`config.mk`:
```
export PLATFORM = sky130hd
export DESIGN_NAME = sync_fifo_param
export DESIGN_NICKNAME = d
export VERILOG_FILES = /design/src/rtl/sync_fifo_param.sv
export SDC_FILE = /design/constraint.sdc
export NUM_CORES = 1
export LEC_CHECK = 0
export CORE_MARGIN = 4
export CORE_UTILIZATION = 57
export DETAILED_ROUTE_END_ITERATION = 6
export DONT_BUFFER_PORTS = 1
export GPL_ROUTABILITY_DRIVEN = 0
export PLACE_DENSITY_LB_ADDON = 0.15
export SLEW_MARGIN = 15
export SYNTH_ARGS = -nofsm -noshare
export SYNTH_HDL_FRONTEND = slang
export SYNTH_SLANG_ARGS = --single-unit
```
`constraint.sdc`:
```
create_clock -name clk -period 2.5 [get_ports clk]
set_input_delay 0.5 -clock clk [delete_from_list [all_inputs] [get_ports clk]]
set_output_delay 0.5 -clock clk [all_outputs]
set_load 0.01 [all_outputs]
```
`src/rtl/sync_fifo_param.sv`:
```
// Parametrised single-clock FIFO with occupancy count, threshold flags, sticky
// error flags, synchronous flush and a selectable standard/FWFT read port.
module sync_fifo_param #(
  parameter int WIDTH    = 8,
  parameter int DEPTH    = 16,
  parameter int AF_LEVEL = 14,
  parameter int AE_LEVEL = 2,
  parameter int FWFT     = 0
) (
  input  logic                     clk,
  input  logic                     rst,
  input  logic                     flush,
  input  logic                     wr_en,
  input  logic [WIDTH-1:0]         wr_data,
  input  logic                     rd_en,
  output logic [WIDTH-1:0]         rd_data,
  output logic                     rd_valid,
  output logic                     full,
  output logic                     almost_full,
  output logic                     empty,
  output logic                     almost_empty,
  output logic [$clog2(DEPTH):0]   count,
  output logic                     overflow,
  output logic                     underflow
);

  localparam int AW = $clog2(DEPTH);
  localparam int CW = AW + 1;
  localparam logic [CW-1:0] DEPTH_C = CW'(DEPTH);
  localparam logic [CW-1:0] AF_C    = CW'(AF_LEVEL);
  localparam logic [CW-1:0] AE_C    = CW'(AE_LEVEL);

  if (WIDTH < 1) begin : g_bad_width
    $error("sync_fifo_param: WIDTH must be >= 1");
  end
  if ((DEPTH < 2) || ((DEPTH & (DEPTH - 1)) != 0)) begin : g_bad_depth
    $error("sync_fifo_param: DEPTH must be a power of two >= 2");
  end
  if ((AF_LEVEL < 1) || (AF_LEVEL > DEPTH)) begin : g_bad_af
    $error("sync_fifo_param: AF_LEVEL must lie in 1..DEPTH");
  end
  if ((AE_LEVEL < 0) || (AE_LEVEL > DEPTH - 1)) begin : g_bad_ae
    $error("sync_fifo_param: AE_LEVEL must lie in 0..DEPTH-1");
  end
  if ((FWFT != 0) && (FWFT != 1)) begin : g_bad_fwft
    $error("sync_fifo_param: FWFT must be 0 or 1");
  end

  logic [WIDTH-1:0] mem_q [DEPTH];
  logic [AW-1:0]    wr_ptr_q, rd_ptr_q;
  logic [CW-1:0]    count_q, count_d;
  logic [WIDTH-1:0] rd_data_q;
  logic             rd_valid_q;
  logic             overflow_q, underflow_q;
  logic             full_w, empty_w, wr_acc, rd_acc;

  // Acceptance is judged on the registered count, so a full FIFO never
  // passes a same-cycle write through to a simultaneous read.
  always_comb begin
    full_w  = (count_q == DEPTH_C);
    empty_w = (count_q == '0);
    wr_acc  = wr_en & ~full_w;
    rd_acc  = rd_en & ~empty_w;
    count_d = count_q;
    if (wr_acc && !rd_acc) count_d = count_q + CW'(1);
    if (rd_acc && !wr_acc) count_d = count_q - CW'(1);
  end

  always_ff @(posedge clk) begin
    if (!rst && !flush && wr_acc) mem_q[wr_ptr_q] <= wr_data;
  end

  always_ff @(posedge clk) begin
    if (rst) begin
      wr_ptr_q    <= '0;
      rd_ptr_q    <= '0;
      count_q     <= '0;
      rd_data_q   <= '0;
      rd_valid_q  <= 1'b0;
      overflow_q  <= 1'b0;
      underflow_q <= 1'b0;
    end else if (flush) begin
      wr_ptr_q   <= '0;
      rd_ptr_q   <= '0;
      count_q    <= '0;
      rd_valid_q <= 1'b0;
    end else begin
      if (wr_acc) wr_ptr_q <= wr_ptr_q + AW'(1);
      if (rd_acc) begin
        rd_ptr_q  <= rd_ptr_q + AW'(1);
        rd_data_q <= mem_q[rd_ptr_q];
      end
      rd_valid_q <= rd_acc;
      count_q    <= count_d;
      if (wr_en && full_w)  overflow_q  <= 1'b1;
      if (rd_en && empty_w) underflow_q <= 1'b1;
    end
  end

  // FWFT presents the head word directly; standard mode uses the read register.
  always_comb begin
    rd_data      = (FWFT != 0) ? mem_q[rd_ptr_q] : rd_data_q;
    rd_valid     = (FWFT != 0) ? ~empty_w : rd_valid_q;
    full         = full_w;
    empty        = empty_w;
    almost_full  = (count_q >= AF_C);
    almost_empty = (count_q <= AE_C);
    count        = count_q;
    overflow     = overflow_q;
    underflow    = underflow_q;
  end

endmodule

```
After elaboration in Yosys (flattened, before gate mapping) --
Memories as Yosys holds them, arrays and structs flattened. A register that Yosys moved wholly into a read port is not among the register bits. Index checks and enable logic that the tools add are counted.
Operators by class: order comparisons 2, divide/modulo/power cells 0, equality and inequality tests 1, bitwise operators 5, add/sub/neg operators 4, $mul 0, reduce and logical (&&, ||, !) cells 16, shift-type cells 0, muxes and demuxes 4
Operators by type and width (count):
- $mux W5 | 2
- $add A4 B1 Y4 const B | 2
- $logic_and A1 B1 Y1 | 6
- $reduce_and A2 Y1 | 3
- $add A5 B1 Y5 const B | 1
- $eq A5 B5 Y1 const B | 1
- $ge A5 B4 Y1 const B | 1
- $le A5 B2 Y1 const B | 1
- $logic_not A5 Y1 | 1
- $sub A5 B1 Y5 const B | 1
- $logic_not A1 Y1 | 4
- $not A1 Y1 | 3
- $and A1 B1 Y1 | 2
- $mux W1 | 2
- $reduce_bool A2 Y1 | 1
- $reduce_or A2 Y1 | 1
Word-level totals: latch bits 0, bits in registers 16, bits in writable memories 128, output and inout bits 20, bits in read-only memories 0, memories 1
Memory list:
- mem_q | words 16, width 8, read ports 1, clocked after Yosys merged registers in 1, wr ports 1, RTL line 49 | logic [WIDTH-1:0] mem_q [DEPTH];

Logic depth before layout (Yosys ltp) --
Gate-level depths: netlist of run 1.
depth in word-level cells 7, gate-level depth with buffers 12, gate-level depth less buffers 11

Worst setup path before layout of run 1 --
OpenSTA, ideal clock, no wires.
kind reg2reg, start point reg count_q[0] (netlist: count[0]), end point reg count_q[4] (netlist: count[4]), data required time 2.385 ns, stages on the path, launching flop included 12, buffers on the path 0, path slack -0.290 ns, period minus slack after synthesis 2.790 ns, arrival 2.675 ns, cell sequence dfxtp_1 > or4_4 > o21ai_4 > inv_2 > ha_1 > xor2_1 > ha_1 > a211o_1 > a211o_1 > a31oi_1 > xnor2_1 > nor2_1
Between the ends: word-level cells in the longest chain between the ends 6, elaborated cells between the ends (all ways) 15, those cells by class add/sub (2); eq/ne (1); mux (2); bitwise (4); reduce/logical (6)
Ends and longest elaborated chain:
- start: declaration | RTL line 51 | logic [CW-1:0] count_q, count_d;
- start signal: assignment | RTL line 94 | count_q <= count_d;
- $logic_not A5 Y1 * | RTL line 61 | empty_w = (count_q == '0);
- $not A1 Y1 *
- $and A1 B1 Y1 * | RTL line 63 | rd_acc = rd_en & ~empty_w;
- via rd_acc | RTL line 55 | logic full_w, empty_w, wr_acc, rd_acc;
- $logic_not A1 Y1 | RTL line 65 | if (wr_acc && !rd_acc) count_d = count_q + CW'(1);
- $logic_and A1 B1 Y1 | RTL line 65
- $reduce_bool A2 Y1 (no source line)
The timed path passes the listed nets; every way through them passes the cells marked *. The select of a mux whose other input is x is not followed. A chain may end at the register's enable or synchronous reset.

Final worst setup path of run 1 --
start point reg count_q[1] (netlist: count[1]), end point reg count_q[4] (netlist: count[4])
The elaborated chain is that of the path after synthesis.

==> metrics.yaml, run 1 <==
clocking:
  cts_buffers: 17
  cts_max_level: 4
  tritoncts: "done"
  clkLatencyLatePin_ns: 0.52
  root_buffer: "clkbuf_8"
  hold_buffers: 0
  cts_max_path_buffers: 2
  clock_sinks: 152
  path_clk_slew_ns: 0.06
synthesis:
  synth_top_family_by_area: "multiplexers"
  synth-simple-area-share: 0.0587
  yosysSeqAreaShare: 0.709
  synthesis.nets: 371
  syn_area_per_cell_um2: 17.5
  synth_xor_area_frac: 0.0144
  synth_compound_area_frac: 0.0353
  yosysUniqueCellTypes: 41
  yosysWarnings: 0
  synthMuxAreaShare: 0.146
  synth_adder_area_share: 0.0185
  netlist_area_um2: 6100
  netlist_instances: 349
  ys_ff_latch: 152
critical_path:
  worst-path-buf-inv: 1
  max_stage_delay_ns: 0.56
  cp-start-kind: "flip-flop"
  crit_path_cell_trace: "or4_4 -> o21ai_4 -> inv_4 -> ha_4 -> xor2_2 -> ha_2 -> a211o_1 -> a211o_1 -> a31oi_2 -> xnor2_1 -> nor2_1"
  end_kind: "flip-flop"
  required_ns: 2.91
  crit_family: "compound AO/OA/AOI/OAI gates"
  cpMaxStageDelayCell: "or4_4"
  worstSetupPathType: "flip-flop to flip-flop"
  cp.arrival_ns: 3.02
  path_max_fanout: 2
  path_common_cell: "a211o_1"
place:
  hpwlAfterDp_um: 7970
  io_buffers: 0
  place_ws_ns: -0.169
  placed_area_um2: 6470
timing:
  fin_ws_ns: -0.105
  finalHoldViolCount: 0
  period_share: 1.04
  finalMaxSlewViolations: 0
  fin_crit_ns: 2.60
  setup_viol: 3
  rsz0062_at_grt: "true"
  worst_pin_slew_ns: 1.00
  skew_ns: 0.00736
  maxSlewHeadroom: 0.329
  final.setup.tns_ns: -0.141
  fmax_mhz: 384
hold_path:
  hold_path_class: "input port to flip-flop"
floorplan:
  ios: 33
  die_y_um: 111
  die_x_um: 111
  core_um2: 10400
  rows: 37
  start_util: 0.588
  dieArea_um2: 12400
grt:
  antenna_found_initial: 0
  gr-usage-all-layers: 0.207
  grt_max_degree: 20
  grt_pass1_vias: 3297
  grt_pass1_wl_um: 18900
  grt.overflow.total: 0
route:
  first_pass_iters: 4
  first_iter_violations: 343
  vias: 3215
  vias_per_cell: 6.00
  wl_per_cell_um: 22.5
  route.detailed.drc: 0
  antenna_left: 0
  totalWireLength_um: 12100
power:
  leakagePower_uw: 0.00237
  ir_worst_vdd_v: 0.000670
  power_density_nw_per_um2: 747
status:
  violations: "negative setup slack"
  status: "finished, violations left"
cells_and_area:
  postLayoutCoreUtil: 0.683
  syn_to_final_growth_pct: 16.1
  antenna_cells: 0
  nets: 409
  final_area_um2: 7080
  layout_commonest_cell: "edfxtp_1"
  layout_common_cells: "edfxtp_1 (128), nor2_1 (49), buf_4 (33)"
  drive_gt1_frac: 0.280
run:
  cap_violations: 0
==> cell usage after synthesis <==
master     number  area share
o21ai_4         1      0.0027
a31oi_1         3      0.0031
dfxtp_1        24       0.079
clkbuf_1        5      0.0031
o21ai_0         1     0.00082
or3_1           3      0.0031
nand3_4         1      0.0029
a21o_1          1      0.0012
mux4_2         32        0.12
o22ai_1         1      0.0010
nor2_1         49       0.030
nand2_1        11      0.0068
a2111oi_0       1      0.0014
or4_1           1      0.0012
nand4_1         2      0.0021
a21oi_1         5      0.0041
buf_2           7      0.0057
clkbuf_2        1     0.00082
or2_2           1      0.0010
inv_1           7      0.0043
nand2b_1        1      0.0010
a31oi_2         1      0.0021
a22oi_1         1      0.0012
buf_6           1      0.0018
ha_1            9       0.018
xnor2_1         4      0.0057
buf_1           1     0.00061
nand3b_1        1      0.0012
nand4b_1        1      0.0014
a211o_1        10       0.014
inv_2           1     0.00061
mux2i_1        17       0.028
nor4bb_1        1      0.0016
nor4_1          1      0.0010
edfxtp_1      128        0.63
nand3_1         4      0.0033
xor2_1          6      0.0086
buf_4           1      0.0012
or4_4           1      0.0018
a21boi_2        1      0.0018
o2111ai_1       1      0.0014
==> worst register-to-register path, stage by stage, from the launching register on <==
cell,delay [ns]
dfxtp_2,0.32
or4_4,0.56
o21ai_4,0.21
inv_4,0.05
ha_4,0.16
xor2_2,0.14
ha_2,0.17
a211o_1,0.24
a211o_1,0.27
a31oi_2,0.19
xnor2_1,0.14
nor2_1,0.05
==> worst paths after layout <==
path              start          to  slack (ns)  depth (start not counted)
max            count[1]    count[4]       -0.10                         11
min                 rst    overflow        0.05                          1
max reg2reg    count[1]    count[4]       -0.10                         11
min reg2reg  rd_data[1]  rd_data[1]        0.54                          1
==> timing repair <==
action,in CTS,in global routing
gates resized for setup,0,5
pin swaps,5,5
endpoints found under the setup margin,2,3
buffers inserted,3,1
==> area by class of cell <==
class / count / area (um2)
flip-flops and latches: 152 / 4330
fillers: 692 / 3290
multi-input cells: 173 / 1710
clock buffers: 19 / 422
repair buffers: 35 / 288
well taps: 136 / 170
clock inverters: 13 / 131
inverters: 8 / 32.5
==> kinds of logic (layout without fill, tap and decap cells) <==
kind of cell / count (synthesis) / in the layout
adder cells (fa/ha/maj): 9 / 9
flip-flops: 152 / 152
XOR/XNOR: 10 / 10
AND/OR/NAND/NOR: 78 / 78
buffers and inverters: 24 / 75
multiplexers: 49 / 49
AO/OA/AOI/OAI: 27 / 27
==> metrics by stage <==
stage                     instances  power, uW  hold WS, ns
after floorplan                 349       2920        0.505
after global placement          500       2960        0.523
after detailed placement        500       2970        0.533
after CTS                       535       5310       0.0284
after global routing            536       5470       0.0195
final                           536       5290       0.0459
==> power breakdown <==
part	internal, uW	leakage [uW]	total, uW	switching (uW)
registers	2760	0.00135	2770	11.7
clock network	1410	0.000263	2370	960
logic	66.6	0.000757	151	84.5
==> per-layer routing <==
| layer | vias up | wire length, um | global-route usage |
|---|---|---|---|
| met2 | 109 | 6100 | 0.343 |
| met5 | - | 0 | 0 |
| li1 | 1437 | - | - |
| met4 | 0 | 166 | 0.0608 |
| met1 | 1651 | 5080 | 0.269 |
| met3 | 18 | 729 | 0.0603 |
==> state kept, by name, summed over array words and instances (netlist names) <==
register,cells
wr_ptr_q,4
mem_q,128
rd_data,8
rd_valid,1
underflow,1
rd_ptr_q,4
overflow,1
count,5
Note: power is estimated with default switching activity, not from simulation.
==> run 2: changes to the inputs <==
--- a/config.mk
+++ b/config.mk
@@ -6,12 +6,10 @@
 export NUM_CORES = 1
 export LEC_CHECK = 0
 export CORE_MARGIN = 4
-export CORE_UTILIZATION = 57
+export CORE_UTILIZATION = 53
 export DETAILED_ROUTE_END_ITERATION = 6
-export DONT_BUFFER_PORTS = 1
 export GPL_ROUTABILITY_DRIVEN = 0
 export PLACE_DENSITY_LB_ADDON = 0.15
-export SLEW_MARGIN = 15
 export SYNTH_ARGS = -nofsm -noshare
 export SYNTH_HDL_FRONTEND = slang
 export SYNTH_SLANG_ARGS = --single-unit
==> run 2 against run 1 <==
Worst hold slack improved by 0.43 ns. Power increased by 1.9%. Largest power group unchanged. The run still ends with negative setup slack left. Final cell count increased by 8.2%. Die area increased by 7.0%. Highest routed layer unchanged.
==> metrics.yaml, run 2 (same netlist as run 1, synthesis figures left out) <==
status:
  status: "finished, violations left"
  violations: "negative setup slack"
floorplan:
  die_y_um: 115
  ios: 33
  core_um2: 11000
  die_x_um: 115
  rows: 38
  start_util: 0.553
  dieArea_um2: 13300
hold_path:
  hold_end: "rd_data[7]"
  whs_path_depth: 1
  hp-start: "rd_data[7]"
  hold_path_class: "flip-flop to flip-flop"
place:
  place_ws_ns: -0.219
  hpwlAfterDp_um: 8140
  io_buffers: 32
  placed_area_um2: 6880
clocking:
  tritoncts: "done"
  hold_buffers: 0
  clock_sinks: 152
  cts_max_path_buffers: 2
  cts_max_level: 4
  path_clk_slew_ns: 0.06
  clkLatencyLatePin_ns: 0.42
  cts_buffers: 17
  root_buffer: "clkbuf_16"
power:
  finalPower_uw: 5390
  leakagePower_uw: 0.00254
  ir_worst_vdd_v: 0.000590
  power_density_nw_per_um2: 722
timing:
  maxSlewHeadroom: 0.577
  fin_crit_ns: 2.54
  rsz0062_at_grt: "true"
  finalHoldViolCount: 0
  period_share: 1.02
  fin_ws_ns: -0.0379
  skew_ns: 0.00712
  setup_viol: 1
  finalMaxSlewViolations: 0
  worst_pin_slew_ns: 0.632
  fmax_mhz: 394
cells_and_area:
  multi_input_area_um2: 1700
  drive_gt1_frac: 0.268
  fill_cells: 750
  largest_reg_flops: 128
  antenna_cells: 0
  final_area_um2: 7460
  layout_common_cells: "edfxtp_1 (128), nor2_1 (49), buf_4 (41)"
  regMostFlops: "mem_q"
  postLayoutCoreUtil: 0.677
  layout_commonest_cell: "edfxtp_1"
  ff_latch_area_um2: 4330
  nets: 449
  syn_to_final_growth_pct: 22.4
grt:
  antenna_found_initial: 0
  gr-usage-all-layers: 0.206
  grt_pass1_wl_um: 19400
  grt_pass1_vias: 3382
  grt.overflow.total: 0
  grt_max_degree: 36
critical_path:
  cp.arrival_ns: 2.85
  path_max_fanout: 2
  rr_worst_depth: 11
  startpoint: "count[0]"
  rrSetupSlack_ns: -0.04
  worstSetupPathType: "flip-flop to flip-flop"
  end_kind: "flip-flop"
  worstReg2RegStart: "count[0]"
  timing.rr.end: "count[4]"
  cp-start-kind: "flip-flop"
  required_ns: 2.81
route:
  route.detailed.drc: 0
  wl_met3_um: 1090
  antenna_left: 0
  wl_per_cell_um: 21.4
  vias_per_cell: 5.73
  totalWireLength_um: 12400
  first_pass_iters: 4
  top_layer: "met4"
  drt-met1-wl_um: 4960
  first_iter_violations: 250
  met2_wirelength_um: 6230
  vias: 3324
run:
  cap_violations: 0
## run 2: cell count changes in the layout (fill, tap and decap cells not counted), moves of 2 or more
cell / delta
dlygate4sd2_1: +2
clkinv_4: -2
buf_4: +8
a21oi_1: +2
clkinv_2: +2
clkdlybuf4s50_1: +30
a21oi_2: -2
## run 2: metal layers
metal,vias up,global-route usage
li1,1527,-
met1,1669,0.274
met2,117,0.332
met3,11,0.0521
met4,0,0.0728
met5,-,0
## run 2: how the worst max path moves through the flow
stage | slack [ns] | endpoint | depth (start not counted)
finish | -0.04 | count[4] | 11
global route | -0.13 | count[4] | 11
CTS | -0.04 | count[4] | 11
detailed placement | -0.22 | count[4] | 11
global placement | -0.21 | count[4] | 11
floorplan | -0.11 | count[4] | 11
## run 2: worst max-delay path, stage by stage (launching register included)
cell and delay [ns]:
dfxtp_4 0.34, or4_4 0.54, o21ai_4 0.18, inv_4 0.05
ha_4 0.16, xor2_1 0.14, ha_2 0.19, a211o_1 0.23
a211o_1 0.26, a31oi_1 0.17, xnor2_1 0.13, nor2_1 0.05
## run 2: area by class of cell
cell class / count / share of cell area
sequential: 152 / 0.580
multi-input combinational: 173 / 0.227
timing repair buffer: 75 / 0.0892
clock buffer: 18 / 0.0575
tap: 140 / 0.0235
clock inverter: 14 / 0.0178
inverter: 8 / 0.00436
## run 2: through the flow
step                cells  setup TNS [ns]  hold slack (ns)
finish                580         -0.0379            0.474
global route          580          -0.245            0.496
CTS                   579         -0.0404            0.472
detailed placement    547          -0.458            0.458
global placement      547          -0.379            0.445
floorplan             349          -0.113            0.505
## run 2: repair_timing
item	CTS	global route
endpoints found under the setup margin	4	4
pin swaps	2	0
buffers inserted	0	1
resized for setup	3	1
endpoints found under the hold margin	0	0
## run 2: power by group
group          internal, uW  switching, uW
registers              2760           8.68
clock network          1450            953
logic                  98.3            119
==> run 3: changes to the inputs <==
--- a/config.mk
+++ b/config.mk
@@ -10,6 +10,7 @@
 export DETAILED_ROUTE_END_ITERATION = 6
 export GPL_ROUTABILITY_DRIVEN = 0
 export PLACE_DENSITY_LB_ADDON = 0.15
+export RECOVER_POWER = 25
 export SYNTH_ARGS = -nofsm -noshare
 export SYNTH_HDL_FRONTEND = slang
 export SYNTH_SLANG_ARGS = --single-unit
==> run 3 against run 2 <==
The run still ends with negative setup slack left. Worst hold slack about the same. Fmax unchanged. Flip-flop and latch count unchanged. Worst setup slack about the same. Die area unchanged. First-iteration DRC count unchanged. Utilization unchanged. Sequential power about the same. Largest cell class unchanged.
==> metrics.yaml, run 3 (same netlist as run 1, synthesis figures left out) <==
status:
  status: "finished, violations left"
  violations: "negative setup slack"
timing:
  worst_pin_slew_ns: 0.631
  finalMaxSlewViolations: 0
  rsz0062_at_grt: "true"
  fmax_mhz: 394
  setup_viol: 1
  fin_crit_ns: 2.54
  skew_ns: 0.00729
  period_share: 1.02
  fin_ws_ns: -0.0379
  maxSlewHeadroom: 0.578
  finalHoldViolCount: 0
grt:
  grt_pass1_vias: 3382
  gr-usage-all-layers: 0.206
  grt_pass1_wl_um: 19400
  grt.overflow.total: 0
  antenna_found_initial: 0
  grt_max_degree: 36
route:
  first_pass_iters: 4
  vias: 3323
  totalWireLength_um: 12400
  route.detailed.drc: 0
  antenna_left: 0
  vias_per_cell: 5.73
  wl_per_cell_um: 21.4
  first_iter_violations: 250
critical_path:
  path_max_fanout: 2
  cp.arrival_ns: 2.85
  end_kind: "flip-flop"
  cp-start-kind: "flip-flop"
  required_ns: 2.81
  rrSetupSlack_ns: -0.04
  worstSetupPathType: "flip-flop to flip-flop"
floorplan:
  core_um2: 11000
  dieArea_um2: 13300
  die_y_um: 115
  rows: 38
  ios: 33
  die_x_um: 115
  start_util: 0.553
place:
  hpwlAfterDp_um: 8140
  place_ws_ns: -0.219
  placed_area_um2: 6880
  io_buffers: 32
cells_and_area:
  multi_input_area_um2: 1700
  regMostFlops: "mem_q"
  nets: 449
  layout_common_cells: "edfxtp_1 (128), nor2_1 (49), buf_4 (41)"
  syn_to_final_growth_pct: 22.4
  ff_latch_area_um2: 4330
  largest_reg_flops: 128
  layout_commonest_cell: "edfxtp_1"
  drive_gt1_frac: 0.268
  antenna_cells: 0
  final_area_um2: 7460
  fill_cells: 750
  postLayoutCoreUtil: 0.677
clocking:
  root_buffer: "clkbuf_16"
  cts_buffers: 17
  clkLatencyLatePin_ns: 0.42
  tritoncts: "done"
  clock_sinks: 152
  cts_max_level: 4
  cts_max_path_buffers: 2
  path_clk_slew_ns: 0.06
power:
  pwr-share-comb: 0.040
  swShare: 0.201
  finalPower_uw: 5390
  leakagePower_uw: 0.00254
  p_clk_frac: 0.446
  pwr-share-seq: 0.514
  power_density_nw_per_um2: 722
  p_int_uw: 4310
  p_switching_uw: 1080
  ir_worst_vdd_v: 0.000590
run:
  cap_violations: 0
hold_path:
  hold_path_class: "flip-flop to flip-flop"
[run 3: worst paths after layout]
check	cells after the start	start	to
max	11	count[0]	count[4]
min	1	rd_data[7]	rd_data[7]
max reg2reg	11	count[0]	count[4]
min reg2reg	1	rd_data[7]	rd_data[7]
[run 3: critical path: stages, from the launching register on]
cell     delay (ns)
dfxtp_4        0.34
or4_4          0.54
o21ai_4        0.18
inv_4          0.05
ha_4           0.16
xor2_1         0.14
ha_2           0.19
a211o_1        0.23
a211o_1        0.26
a31oi_1        0.17
xnor2_1        0.13
nor2_1         0.05
[run 3: power groups by stage]
stage | registers [uW] | logic, uW | clock network (uW)
2_1_floorplan | 2820 | 91.7 | 0
6_report | 2770 | 216 | 2410
3_3_place_gp | 2820 | 211 | 0
3_5_place_dp | 2820 | 217 | 0
4_1_cts | 2770 | 217 | 2450
5_1_grt | 2770 | 234 | 2570
[run 3: final cells by class]
class | instances | area share
Inverter | 8 | 0.00436
Multi-Input combinational cell | 173 | 0.227
Timing Repair Buffer | 75 | 0.0892
Sequential cell | 152 | 0.580
Tap cell | 140 | 0.0235
Clock buffer | 18 | 0.0575
Clock inverter | 14 | 0.0178
[run 3: per-stage QoR]
stage	setup TNS, ns	instances	hold WS, ns
global placement	-0.379	547	0.445
floorplan	-0.113	349	0.505
detailed placement	-0.458	547	0.458
CTS	-0.0404	579	0.472
finish	-0.0379	580	0.474
global route	-0.245	580	0.496
[run 3: what timing repair did]
action | in CTS | in global routing
hold buffers | 0 | 0
setup buffers | 0 | 1
gates resized for setup | 3 | 1
endpoints found under the setup margin | 4 | 4
pin swaps | 2 | 0
[run 3: per-layer routing]
layer	track usage	share of wire
met3	0.0521	0.090
met2	0.332	0.50
met5	0	0
met4	0.0728	0.012
met1	0.274	0.40
